[config.mk]
export PLATFORM = sky130hd
export DESIGN_NAME = uart_host_bridge
export DESIGN_NICKNAME = d
export VERILOG_FILES = /design/src/rtl/uart_host_bridge.sv
export SDC_FILE = /design/constraint.sdc
export NUM_CORES = 1
export LEC_CHECK = 0
export ABC_CLOCK_PERIOD_IN_PS = 1890
export BUFFER_PORTS_ARGS = -buffer_cell sky130_fd_sc_hd__clkbuf_2
export CAP_MARGIN = 25
export CORE_MARGIN = 4
export CORE_UTILIZATION = 40
export DETAILED_ROUTE_END_ITERATION = 6
export GPL_TIMING_DRIVEN = 0
export MAX_ROUTING_LAYER = met4
export PLACE_DENSITY_LB_ADDON = 0.25
export SLEW_MARGIN = 30
export SYNTH_ARGS = -nofsm -noshare
export SYNTH_HDL_FRONTEND = slang
export SYNTH_SLANG_ARGS = --single-unit
[constraint.sdc]
create_clock -name clk_10MHz -period 1.89 [get_ports clk_10MHz]
set_input_delay 0.378 -clock clk_10MHz [delete_from_list [all_inputs] [get_ports clk_10MHz]]
set_output_delay 0.378 -clock clk_10MHz [all_outputs]
set_load 0.01 [all_outputs]
[src/rtl/uart_host_bridge.sv]
// uart_host_bridge
//   Byte-stream front end for top_module_UART. Accepts transmit bytes on a
//   valid/ready input and writes them into the UART: data register 0 first,
//   then the control send bit. It polls the control register. When the UART
//   reports a received byte (new_rx), the bridge reads it from data
//   register 1, clears new_rx and offers the byte on a valid/ready output.
//
// Ports
//   clk_10MHz        system clock; all logic updates on the rising edge
//   rst              synchronous, active-low reset
//   tx_data_i/_valid_i/_ready_o   transmit byte handshake (ready is a 1-cycle pulse)
//   rx_data_o/_valid_o/rx_ready_i receive byte handshake (valid held until ready)
//   uart_wr_po       UART register write strobe
//   uart_reg_sel_po  1 = data registers, 0 = control register
//   uart_addr_po     data register index: 0 = TX, 1 = RX
//   uart_input_po    UART write data
//   uart_output_pi   UART read data; combinational from the addressed register
//   timeout_o        sticky flag: a send did not finish within TIMEOUT_CYC cycles
//
// Control register: bit0 = send (set by writing 0x01, cleared by the UART at
// frame end). bit1 = new_rx (set by the UART, cleared by writing 0).

module uart_host_bridge #(
   parameter int unsigned POLL_GAP    = 4,
   parameter int unsigned TIMEOUT_CYC = 20000
) (
   input  logic       clk_10MHz,
   input  logic       rst,
   input  logic [7:0] tx_data_i,
   input  logic       tx_valid_i,
   output logic       tx_ready_o,
   output logic [7:0] rx_data_o,
   output logic       rx_valid_o,
   input  logic       rx_ready_i,
   output logic       uart_wr_po,
   output logic       uart_reg_sel_po,
   output logic       uart_addr_po,
   output logic [7:0] uart_input_po,
   input  logic [7:0] uart_output_pi,
   output logic       timeout_o
);

   localparam int unsigned PW = (POLL_GAP > 1) ? $clog2(POLL_GAP) : 1;
   localparam int unsigned TW = (TIMEOUT_CYC > 1) ? $clog2(TIMEOUT_CYC + 1) : 1;

   typedef enum logic [3:0] {
      S_IDLE,
      S_POLL,
      S_READY,
      S_WR_DATA,
      S_WR_SEND,
      S_WAIT_SEND,
      S_RD_RX,
      S_CLR_RX,
      S_PUSH_RX
   } state_t;

   state_t          state, state_nx;
   logic [PW-1:0]   poll_cnt, poll_cnt_nx;
   logic [TW-1:0]   tmo_cnt, tmo_cnt_nx;
   logic            rx_pending, rx_pending_nx;
   logic [7:0]      tx_byte, tx_byte_nx;
   logic            timeout_nx;
   logic [7:0]      rx_data_nx;
   logic            wr_nx, sel_nx, addr_nx;
   logic [7:0]      din_nx;
   logic            tx_ready_nx, rx_valid_nx;
   logic            poll_last;
   logic            ctrl_send, ctrl_new_rx;

   assign poll_last   = (poll_cnt == PW'(POLL_GAP - 1));
   assign ctrl_send   = uart_output_pi[0];
   assign ctrl_new_rx = uart_output_pi[1];

   always_ff @(posedge clk_10MHz) begin
      if (!rst) begin
         state           <= S_IDLE;
         poll_cnt        <= '0;
         tmo_cnt         <= '0;
         rx_pending      <= 1'b0;
         tx_byte         <= '0;
         timeout_o       <= 1'b0;
         rx_data_o       <= '0;
         uart_wr_po      <= 1'b0;
         uart_reg_sel_po <= 1'b0;
         uart_addr_po    <= 1'b0;
         uart_input_po   <= '0;
         tx_ready_o      <= 1'b0;
         rx_valid_o      <= 1'b0;
      end else begin
         state           <= state_nx;
         poll_cnt        <= poll_cnt_nx;
         tmo_cnt         <= tmo_cnt_nx;
         rx_pending      <= rx_pending_nx;
         tx_byte         <= tx_byte_nx;
         timeout_o       <= timeout_nx;
         rx_data_o       <= rx_data_nx;
         uart_wr_po      <= wr_nx;
         uart_reg_sel_po <= sel_nx;
         uart_addr_po    <= addr_nx;
         uart_input_po   <= din_nx;
         tx_ready_o      <= tx_ready_nx;
         rx_valid_o      <= rx_valid_nx;
      end
   end

   always_comb begin
      state_nx      = state;
      poll_cnt_nx   = '0;
      tmo_cnt_nx    = tmo_cnt;
      rx_pending_nx = rx_pending;
      tx_byte_nx    = tx_byte;
      timeout_nx    = timeout_o;
      rx_data_nx    = rx_data_o;

      case (state)
         S_IDLE: begin
            if (poll_last) begin
               state_nx = S_POLL;
            end else begin
               poll_cnt_nx = poll_cnt + 1'b1;
            end
         end

         // A ctrl read looks like an idle bus (sel=0, addr=0); the value is
         // taken at the edge that closes this cycle.
         S_POLL: begin
            if (ctrl_new_rx || rx_pending) begin
               state_nx = S_RD_RX;
            end else if (!ctrl_send) begin
               state_nx = S_READY;
            end else begin
               state_nx = S_IDLE;
            end
         end

         S_READY: begin
            if (tx_valid_i) begin
               tx_byte_nx = tx_data_i;
               state_nx   = S_WR_DATA;
            end else begin
               state_nx = S_IDLE;
            end
         end

         S_WR_DATA: state_nx = S_WR_SEND;

         S_WR_SEND: begin
            tmo_cnt_nx = '0;
            state_nx   = S_WAIT_SEND;
         end

         S_WAIT_SEND: begin
            poll_cnt_nx = poll_last ? '0 : poll_cnt + 1'b1;
            if (tmo_cnt != TW'(TIMEOUT_CYC)) begin
               tmo_cnt_nx = tmo_cnt + 1'b1;
            end
            // new_rx cannot be cleared while send is busy, so remember it and
            // service it once the frame has gone out.
            if (poll_last) begin
               if (ctrl_new_rx) begin
                  rx_pending_nx = 1'b1;
               end
               if (!ctrl_send) begin
                  state_nx = (rx_pending || ctrl_new_rx) ? S_RD_RX : S_IDLE;
               end
            end
            // A completed send seen on the same cycle takes precedence.
            if ((state_nx == S_WAIT_SEND) && (tmo_cnt == TW'(TIMEOUT_CYC))) begin
               timeout_nx = 1'b1;
               state_nx   = S_IDLE;
            end
         end

         S_RD_RX: begin
            rx_data_nx = uart_output_pi;
            state_nx   = S_CLR_RX;
         end

         S_CLR_RX: begin
            rx_pending_nx = 1'b0;
            state_nx      = S_PUSH_RX;
         end

         S_PUSH_RX: begin
            if (rx_ready_i) begin
               state_nx = S_IDLE;
            end
         end

         default: state_nx = S_IDLE;
      endcase
   end

   // Outputs are registered, so the bus values for a state are decoded from
   // the state being entered and appear during that state's cycle.
   always_comb begin
      wr_nx       = 1'b0;
      sel_nx      = 1'b0;
      addr_nx     = 1'b0;
      din_nx      = '0;
      tx_ready_nx = 1'b0;
      rx_valid_nx = 1'b0;

      case (state_nx)
         S_READY:   tx_ready_nx = 1'b1;
         S_WR_DATA: begin
            wr_nx  = 1'b1;
            sel_nx = 1'b1;
            din_nx = tx_byte_nx;
         end
         S_WR_SEND: begin
            wr_nx  = 1'b1;
            din_nx = 8'h01;
         end
         S_RD_RX: begin
            sel_nx  = 1'b1;
            addr_nx = 1'b1;
         end
         S_CLR_RX:  wr_nx = 1'b1;
         S_PUSH_RX: rx_valid_nx = 1'b1;
         default: ;
      endcase
   end

endmodule

==> results of run 1 <==
cells by family (layout without fill, tap and decap cells):
group,after synthesis,count (layout),share of synthesized area
AND/OR/NAND/NOR,93,93,0.2945
flip-flops,44,44,0.4638
AO/OA/AOI/OAI,19,19,0.06589
buffers and inverters,17,67,0.04282
XOR/XNOR,12,12,0.05534
multiplexers,11,11,0.05797
adder cells (fa/ha/maj),3,3,0.01976
what timing repair did:
item | CTS | global route
resized for setup | 1 | 1
endpoints found under the setup margin | 1 | 6
pin swaps | 0 | 1
buffers inserted | 0 | 2
metrics by stage:
step	hold WS (ps)	area, um2
2_1_floorplan	398.3	1899
3_3_place_gp	409.6	2165
3_5_place_dp	416.3	2165
4_1_cts	285.4	2262
5_1_grt	289.4	2283
6_report	303.8	2283
synthesized netlist by cell type, types with 2 or more instances:
cell | n | area [um2]
dfxtp_1 | 44 | 880.8
nor2_1 | 25 | 93.84
nor2b_1 | 12 | 75.07
mux2i_1 | 11 | 110.1
and3_1 | 9 | 56.30
nand2_1 | 9 | 33.78
nand3_1 | 8 | 40.04
xnor2_1 | 8 | 70.07
inv_1 | 7 | 26.28
nand4_1 | 6 | 37.54
o21ai_0 | 6 | 30.03
clkbuf_1 | 5 | 18.77
nand2b_1 | 4 | 25.02
xor2_1 | 4 | 35.03
and2_1 | 3 | 18.77
ha_1 | 3 | 37.54
nor3_2 | 3 | 30.03
a211oi_1 | 2 | 15.01
a21oi_1 | 2 | 10.01
buf_2 | 2 | 10.01
buf_4 | 2 | 15.01
nand4_4 | 2 | 42.54
nor4bb_1 | 2 | 20.02
sequential cells by signal, summed over array words and instances (netlist names):
| signal | count |
|---|---|
| uart_wr_po | 1 |
| state | 4 |
| rx_valid_o | 1 |
| tx_ready_o | 1 |
| uart_addr_po | 1 |
| timeout_o | 1 |
| rx_data_o | 8 |
| uart_input_po | 8 |
| poll_cnt | 2 |
| tmo_cnt | 15 |
| uart_reg_sel_po | 1 |
| rx_pending | 1 |
worst max path at each step:
stage,start,to,slack [ps]
3_3_place_gp,tmo_cnt[0],uart_reg_sel_po,10
3_5_place_dp,tmo_cnt[0],uart_reg_sel_po,-20
4_1_cts,tmo_cnt[0],tmo_cnt[2],50
2_1_floorplan,tmo_cnt[0],tmo_cnt[2],340
6_report,tmo_cnt[0],uart_reg_sel_po,190
5_1_grt,tmo_cnt[0],uart_reg_sel_po,-20
power breakdown:
| part | switching, mW | internal [mW] |
|---|---|---|
| Clock | 0.309 | 0.297 |
| Sequential | 0.0132 | 0.963 |
| Combinational | 0.150 | 0.0993 |
cell type report:
cell class / instances / area share
multi-input combinational: 138 / 0.4148
clock inverter: 1 / 0.003288
sequential: 44 / 0.3858
timing repair buffer: 42 / 0.09425
tap: 52 / 0.02849
clock buffer: 7 / 0.03781
buffer: 10 / 0.02411
inverter: 7 / 0.01151
worst max-delay path, stage by stage (launching register included):
cell	delay, ps
dfxtp_1	380
inv_1	80
ha_1	140
nor4bb_2	270
nand4_1	120
buf_4	180
a21oi_2	210
nand2_1	90
o21ai_0	160
per-layer routing:
layer  part of all wire  vias to the layer above  global-route usage  routed length (um)
li1                   -                      780                   -                   -
met1               0.43                      706              0.1590                1699
met2               0.52                       25              0.2413                2019
met3              0.038                        5             0.04918                 148
met4              0.010                        0             0.04891                  40
met5                  0                        -                   -                   0
==> results_dict.tcl, run 1 <==
set metrics [dict create \
    nNetsFinal 271 \
    core_um2 4474 \
    die_x_um 76.91 \
    clockBufferDepth 2 \
    rr_endpoint "uart_reg_sel_po" \
    yosysWarnings 0 \
    cp_max_fo 5 \
    fin_skew_ps 12.11 \
    grt_pass1_wl_mm 6.617 \
    num_rows 24 \
    relSlewSlack 0.6502 \
    crit-reg2reg-launch "tmo_cnt[0]" \
    ctsHtreeMaxLevel 2 \
    reg2reg_depth 8 \
    hold_path.class "in2reg" \
    clock-sinks 44 \
    critical_path_class "reg2reg" \
    regArea_um2 880.8 \
    grt-ovfl-total 0 \
    worstSkewPairLatency_ps 300 \
    fin_util 0.5103 \
    status "completed" \
    dp_hpwl_mm 2.870 \
    drv_slew 0 \
    cp.required_ps 2110 \
    setup_ws_ps 192.3 \
    die-area_um2 5914 \
    grt.total_usage 0.1437 \
    grt_pass1_vias 1428 \
    dr.pass1.iters 4 \
    path_clk_slew_ps 80 \
    synth.distinct_cells 43 \
    gp_congestion 0.7922 \
    seq_area_frac_synth 0.4638 \
    vias_per_cell 5.037 \
    syn-cell-area_um2 1899 \
    final_cell_mix "dfxtp_1, clkbuf_2, nor2_1, nor2b_1, mux2i_1" \
    synth-main-ff-cell "dfxtp_1" \
    post-route-min-period_ps 1698 \
    syn-num-nets 222 \
    ff2ff_setup_slack_ps 190 \
    p_total_mw 1.831 \
    setup_tns_ps 0 \
    synthCells 199 \
    synth_edf_count 0 \
    fin_crit_sh 0.8983 \
    end_kind "flip-flop" \
    start_util 0.4245 \
    num_vias 1516 \
    maxCapViolations 0 \
    place_inst 291 \
    drcViolationCount 0 \
    grt_max_degree 14 \
    areaGrowthSynthToFinish_pct 20.22 \
    cts_buffers 5 \
    io_pins 42 \
    dieHeight_um 76.91 \
    worstHoldStart "tx_data_i[3]" \
    report.final.hold_viol_count 0 \
    p_per_area_nw_per_um2 801.8 \
    tightest_slew_ps 524.1 \
    drt-initial-drc-count 54 \
    multi_input_area_um2 947.2 \
    ir_worst_vdd_v 0.0005706 \
    n_antenna_cell 0 \
    worstHoldPathCells 2 \
    synthArstFlopShare 0 \
    dp_worst_setup_slack_ps -24.73 \
    cellLeakagePower_nw 0.9332 \
    mostFrequentLayoutCell "dfxtp_1" \
    fmax_mhz 589.0 \
    setup-violations-final 0 \
    layout.cells.non_filler 301 \
    hold_end "uart_input_po[3]" \
    wl_per_cell_um 12.98 \
    fill_cells 426 \
    synth-seq-cells 44 \
    wirelength_mm 3.907 \
    cts_tree "done" \
    startpoint_type "flip-flop" \
    numPortBuffers 40 \
    ant_nets 0 \
    syn_avg_cell_area_um2 9.544 \
    cts_root_buffer "clkbuf_8" \
    antenna_found_initial 0 \
    cts.hold.buffers_added 0 \
    drive_above_1_share 0.2651 \
    crit_arrival_ps 1920 \
]
Power figures use the tool's default switching activity.
==> inputs of run 2 (changes only) <==
ABC_CLOCK_PERIOD_IN_PS = 1700   (was 1890)
BUFFER_PORTS_ARGS = not set   (was -buffer_cell sky130_fd_sc_hd__clkbuf_2)
DONT_BUFFER_PORTS = 1   (was not set)
MAX_ROUTING_LAYER = not set   (was met4)
clock period = 1.7 ns   (was 1.89 ns; I/O delays follow)
==> results_dict.tcl, run 2 (synthesis results as in run 1) <==
set metrics [dict create \
    status "completed" \
    fill_cells 415 \
    cp_top_family "simple AND/OR/NAND/NOR gates" \
    startpoint_type "flip-flop" \
    fin_crit_sh 0.9435 \
    cp.required_ps 1910 \
    gp_congestion 0.7968 \
    drcViolationCount 0 \
    hold_path.class "in2reg" \
    fin_util 0.4824 \
    n_antenna_cell 0 \
    worst_path_max_delay_cell "dfxtp_4" \
    path_depth 7 \
    multi_input_area_um2 964.7 \
    worstHoldPathCells 2 \
    reg2reg_depth 7 \
    io_pins 42 \
    cts_buffers 5 \
    crit_arrival_ps 1810 \
    max_flop_register "tmo_cnt" \
    grt.total_usage 0.1351 \
    rsz0062_at_grt "yes" \
    die_x_um 76.91 \
    grt_pass1_vias 1360 \
    clock-sinks 44 \
    clockBufferDepth 2 \
    post-route-min-period_ps 1604 \
    setup_tns_ps 0 \
    largest_reg_flops 15 \
    path_buf_inv 1 \
    vias_per_cell 5.209 \
    cp_max_fo 5 \
    wirelength_mm 3.782 \
    setup_ws_ps 96.05 \
    start_util 0.4245 \
    regArea_um2 887.1 \
    numPortBuffers 0 \
    drt-initial-drc-count 46 \
    largestRegisters "tmo_cnt: 15 flops, rx_data_o: 8 flops, uart_input_po: 8 flops" \
    relSlewSlack 0.6444 \
    layout.cells.non_filler 263 \
    setup-violations-final 0 \
    dp_worst_setup_slack_ps -213.3 \
    areaGrowthSynthToFinish_pct 13.64 \
    dr.pass1.iters 6 \
    p_per_area_nw_per_um2 1008 \
    fmax_mhz 623.5 \
    worstSkewPairLatency_ps 300 \
    cts_tree "done" \
    end_kind "flip-flop" \
    drive_above_1_share 0.1706 \
    cellLeakagePower_nw 0.7827 \
    mostFrequentLayoutCell "dfxtp_1" \
    ir_worst_vdd_v 0.0005027 \
    final_cell_mix "dfxtp_1, nor2_1, nor2b_1, mux2i_1" \
    wl_per_cell_um 14.38 \
    place_inst 251 \
    cts.hold.buffers_added 0 \
    ctsHtreeMaxLevel 2 \
    grt_pass1_wl_mm 6.292 \
    dp_hpwl_mm 2.734 \
    tightest_slew_ps 532.9 \
    num_vias 1370 \
    antenna_found_initial 0 \
    num_rows 24 \
    cts_root_buffer "clkbuf_8" \
    grt-ovfl-total 0 \
    path_cells "inv_1 -> ha_1 -> nor4bb_2 -> nand4_1 -> o211ai_1 -> nor3_1 -> a21o_1" \
    p_total_mw 2.175 \
    ant_nets 0 \
    drv_slew 0 \
    grt_max_degree 16 \
    critical_path_class "reg2reg" \
    nNetsFinal 233 \
    report.final.hold_viol_count 0 \
    dieHeight_um 76.91 \
    fin_skew_ps 6.501 \
    core_um2 4474 \
    max_stage_delay_ps 370 \
    die-area_um2 5914 \
    maxCapViolations 0 \
    path_clk_slew_ps 90 \
]
-- run 2: timing repair --
item                                    4_1_cts  5_1_grt
buffers inserted                              3        1
pin swaps                                     3        4
resized for setup                             3       10
endpoints found under the setup margin        6       18
-- run 2: through the flow --
| step | hold WS [ps] | cell area (um2) |
|---|---|---|
| after floorplan | 398.3 | 1899 |
| after global placement | 411.1 | 1964 |
| after detailed placement | 411.1 | 1964 |
| after CTS | 161.8 | 2113 |
| after global routing | 166.6 | 2158 |
| final | 170.9 | 2158 |
-- run 2: area by class of cell --
type | count | area share
multi-input cells | 138 | 0.4470
flip-flops and latches | 44 | 0.4110
clock buffers | 5 | 0.03188
well taps | 52 | 0.03014
plain buffers | 10 | 0.02667
clock inverters | 3 | 0.02145
repair buffers | 4 | 0.01971
inverters | 7 | 0.01217
-- run 2: power by group --
| group | switching, mW | internal (mW) | leakage (nW) |
|---|---|---|---|
| logic | 0.159 | 0.114 | 0.371 |
| clock network | 0.370 | 0.442 | 0.0548 |
| registers | 0.0193 | 1.07 | 0.357 |
| total | 0.548 | 1.63 | 0.783 |
-- run 2: per-layer routing --
layer	part of all wire	routed length [um]	global-route usage	up-vias
met3	0.049	185	0.03864	5
met2	0.53	1995	0.2343	26
met1	0.41	1553	0.1509	640
met5	0	0	0	-
li1	-	-	-	699
met4	0.013	48	0.06522	0
-- run 2: path summary, 6_finish.rpt --
kind	start	end	slack, ps
worst min-delay path	tx_data_i[0]	uart_input_po[0]	170
worst min register to register	poll_cnt[0]	poll_cnt[0]	420
worst max-delay path	tmo_cnt[0]	tmo_cnt[2]	100
worst max register to register	tmo_cnt[0]	tmo_cnt[2]	100
==> inputs of run 3 (changes only) <==
CAP_MARGIN = 10   (was 25)
PLACE_DENSITY_LB_ADDON = not set   (was 0.25)
==> results_dict.tcl, run 3 (synthesis results as in run 1) <==
set metrics [dict create \
    status "completed" \
    drive_above_1_share 0.1898 \
    whs_ps 173.3 \
    vias_per_cell 5.164 \
    largestRegisters "tmo_cnt: 15 flops, rx_data_o: 8 flops, uart_input_po: 8 flops" \
    p_total_mw 2.175 \
    grt.total_usage 0.1349 \
    fmax_mhz 630.3 \
    cts_buffers 5 \
    path_clk_slew_ps 90 \
    ant_nets 0 \
    grt-ovfl-total 0 \
    relSlewSlack 0.6578 \
    cts.hold.buffers_added 0 \
    grt_max_degree 16 \
    nNetsFinal 238 \
    ctsHtreeMaxLevel 2 \
    grt_use_met2 0.2300 \
    start_util 0.4245 \
    report.final.hold_viol_count 0 \
    core_um2 4474 \
    setup-violations-final 0 \
    tightest_slew_ps 512.7 \
    busiest_layer "met2" \
    num_vias 1384 \
    setup_tns_ps 0 \
    die_x_um 76.91 \
    post-route-min-period_ps 1587 \
    fin_skew_ps 10.49 \
    n_antenna_cell 0 \
    cp.required_ps 1920 \
    p_per_area_nw_per_um2 982.9 \
    antenna_found_initial 0 \
    gp_congestion 0.8167 \
    wirelength_mm 3.955 \
    max_flop_register "tmo_cnt" \
    cp_max_fo 4 \
    areaGrowthSynthToFinish_pct 16.53 \
    die-area_um2 5914 \
    ir_worst_vdd_v 0.0004691 \
    hold_path.class "in2reg" \
    cts_tree "done" \
    wl_per_cell_um 14.76 \
    fill_cells 436 \
    dieHeight_um 76.91 \
    fin_crit_sh 0.9332 \
    dr.pass1.iters 4 \
    worstSkewPairLatency_ps 290 \
    drt-initial-drc-count 42 \
    crit_arrival_ps 1800 \
    startpoint_type "flip-flop" \
    critical_path_class "reg2reg" \
    drv_slew 0 \
    clock-sinks 44 \
    clockBufferDepth 2 \
    mostFrequentLayoutCell "dfxtp_1" \
    cellLeakagePower_nw 0.8201 \
    dp_hpwl_mm 2.758 \
    grt_pass1_vias 1366 \
    final_cell_mix "dfxtp_1, nor2_1, nor2b_1, mux2i_1, buf_4" \
    setup_ws_ps 113.5 \
    maxCapViolations 0 \
    dp_worst_setup_slack_ps -187.0 \
    end_kind "flip-flop" \
    largest_reg_flops 15 \
    io_pins 42 \
    cts_root_buffer "clkbuf_8" \
    drcViolationCount 0 \
    numPortBuffers 0 \
    met1_usage 0.1533 \
    num_rows 24 \
    grtUsageMet3 0.05152 \
    grt_pass1_wl_mm 6.437 \
]
[run 3: what timing repair did]
item | 4_1_cts | 5_1_grt
gates resized for setup | 2 | 15
setup buffers | 3 | 6
endpoints found under the hold margin | 0 | 0
pin swaps | 2 | 4
endpoints found under the setup margin | 6 | 22
[run 3: worst max-delay path: stages, from the launching register on]
cell and delay [ps]:
dfxtp_2 380, inv_1 50, ha_1 180, nor4bb_4 150, nand4_1 120, buf_6 140, buf_4 110, nor2_1 30
nor2_1 170, mux2i_1 190
[run 3: area by class of cell]
cell class                      instances  area [um2]  share of cell area
Clock inverter                          3       47.55             0.02148
Tap cell                               52       65.06             0.02940
Inverter                                7       26.28             0.01187
Buffer                                 10       58.81             0.02657
Sequential cell                        44       887.1              0.4008
Clock buffer                            5       68.82             0.03109
Timing Repair Buffer                    9       83.83             0.03787
Multi-Input combinational cell        138       975.9              0.4409
[run 3: metrics by stage]
stage,instance area (um2),util,cells
floorplan,1899,-,199
global placement,1964,0.4390,251
detailed placement,1964,0.4390,251
CTS,2108,0.4712,262
global route,2213,0.4947,268
finish,2213,0.4947,268
[run 3: worst paths after layout]
path                                   start                to  slack, ps  cells past startpoint
worst min register to register   poll_cnt[0]       poll_cnt[0]        420                      1
worst max-delay path              tmo_cnt[1]        tmo_cnt[1]        110                      9
worst max register to register    tmo_cnt[1]        tmo_cnt[1]        110                      9
worst min-delay path            tx_data_i[0]  uart_input_po[0]        170                      2
[run 3: per-layer routing]
metal / vias up / share of wire / routed length [um]
li1: 709 / - / -
met1: 648 / 0.42 / 1659
met2: 23 / 0.52 / 2071
met3: 4 / 0.048 / 190
met4: 0 / 0.0086 / 34
met5: - / 0 / 0
[run 3: power by group]
group          switching (mW)  leakage [nW]  internal, mW  total (mW)
sequential             0.0198         0.357          1.07        1.09
combinational           0.164         0.405         0.109       0.273
clock                   0.370        0.0583         0.443       0.813
total                   0.554         0.820          1.62        2.18
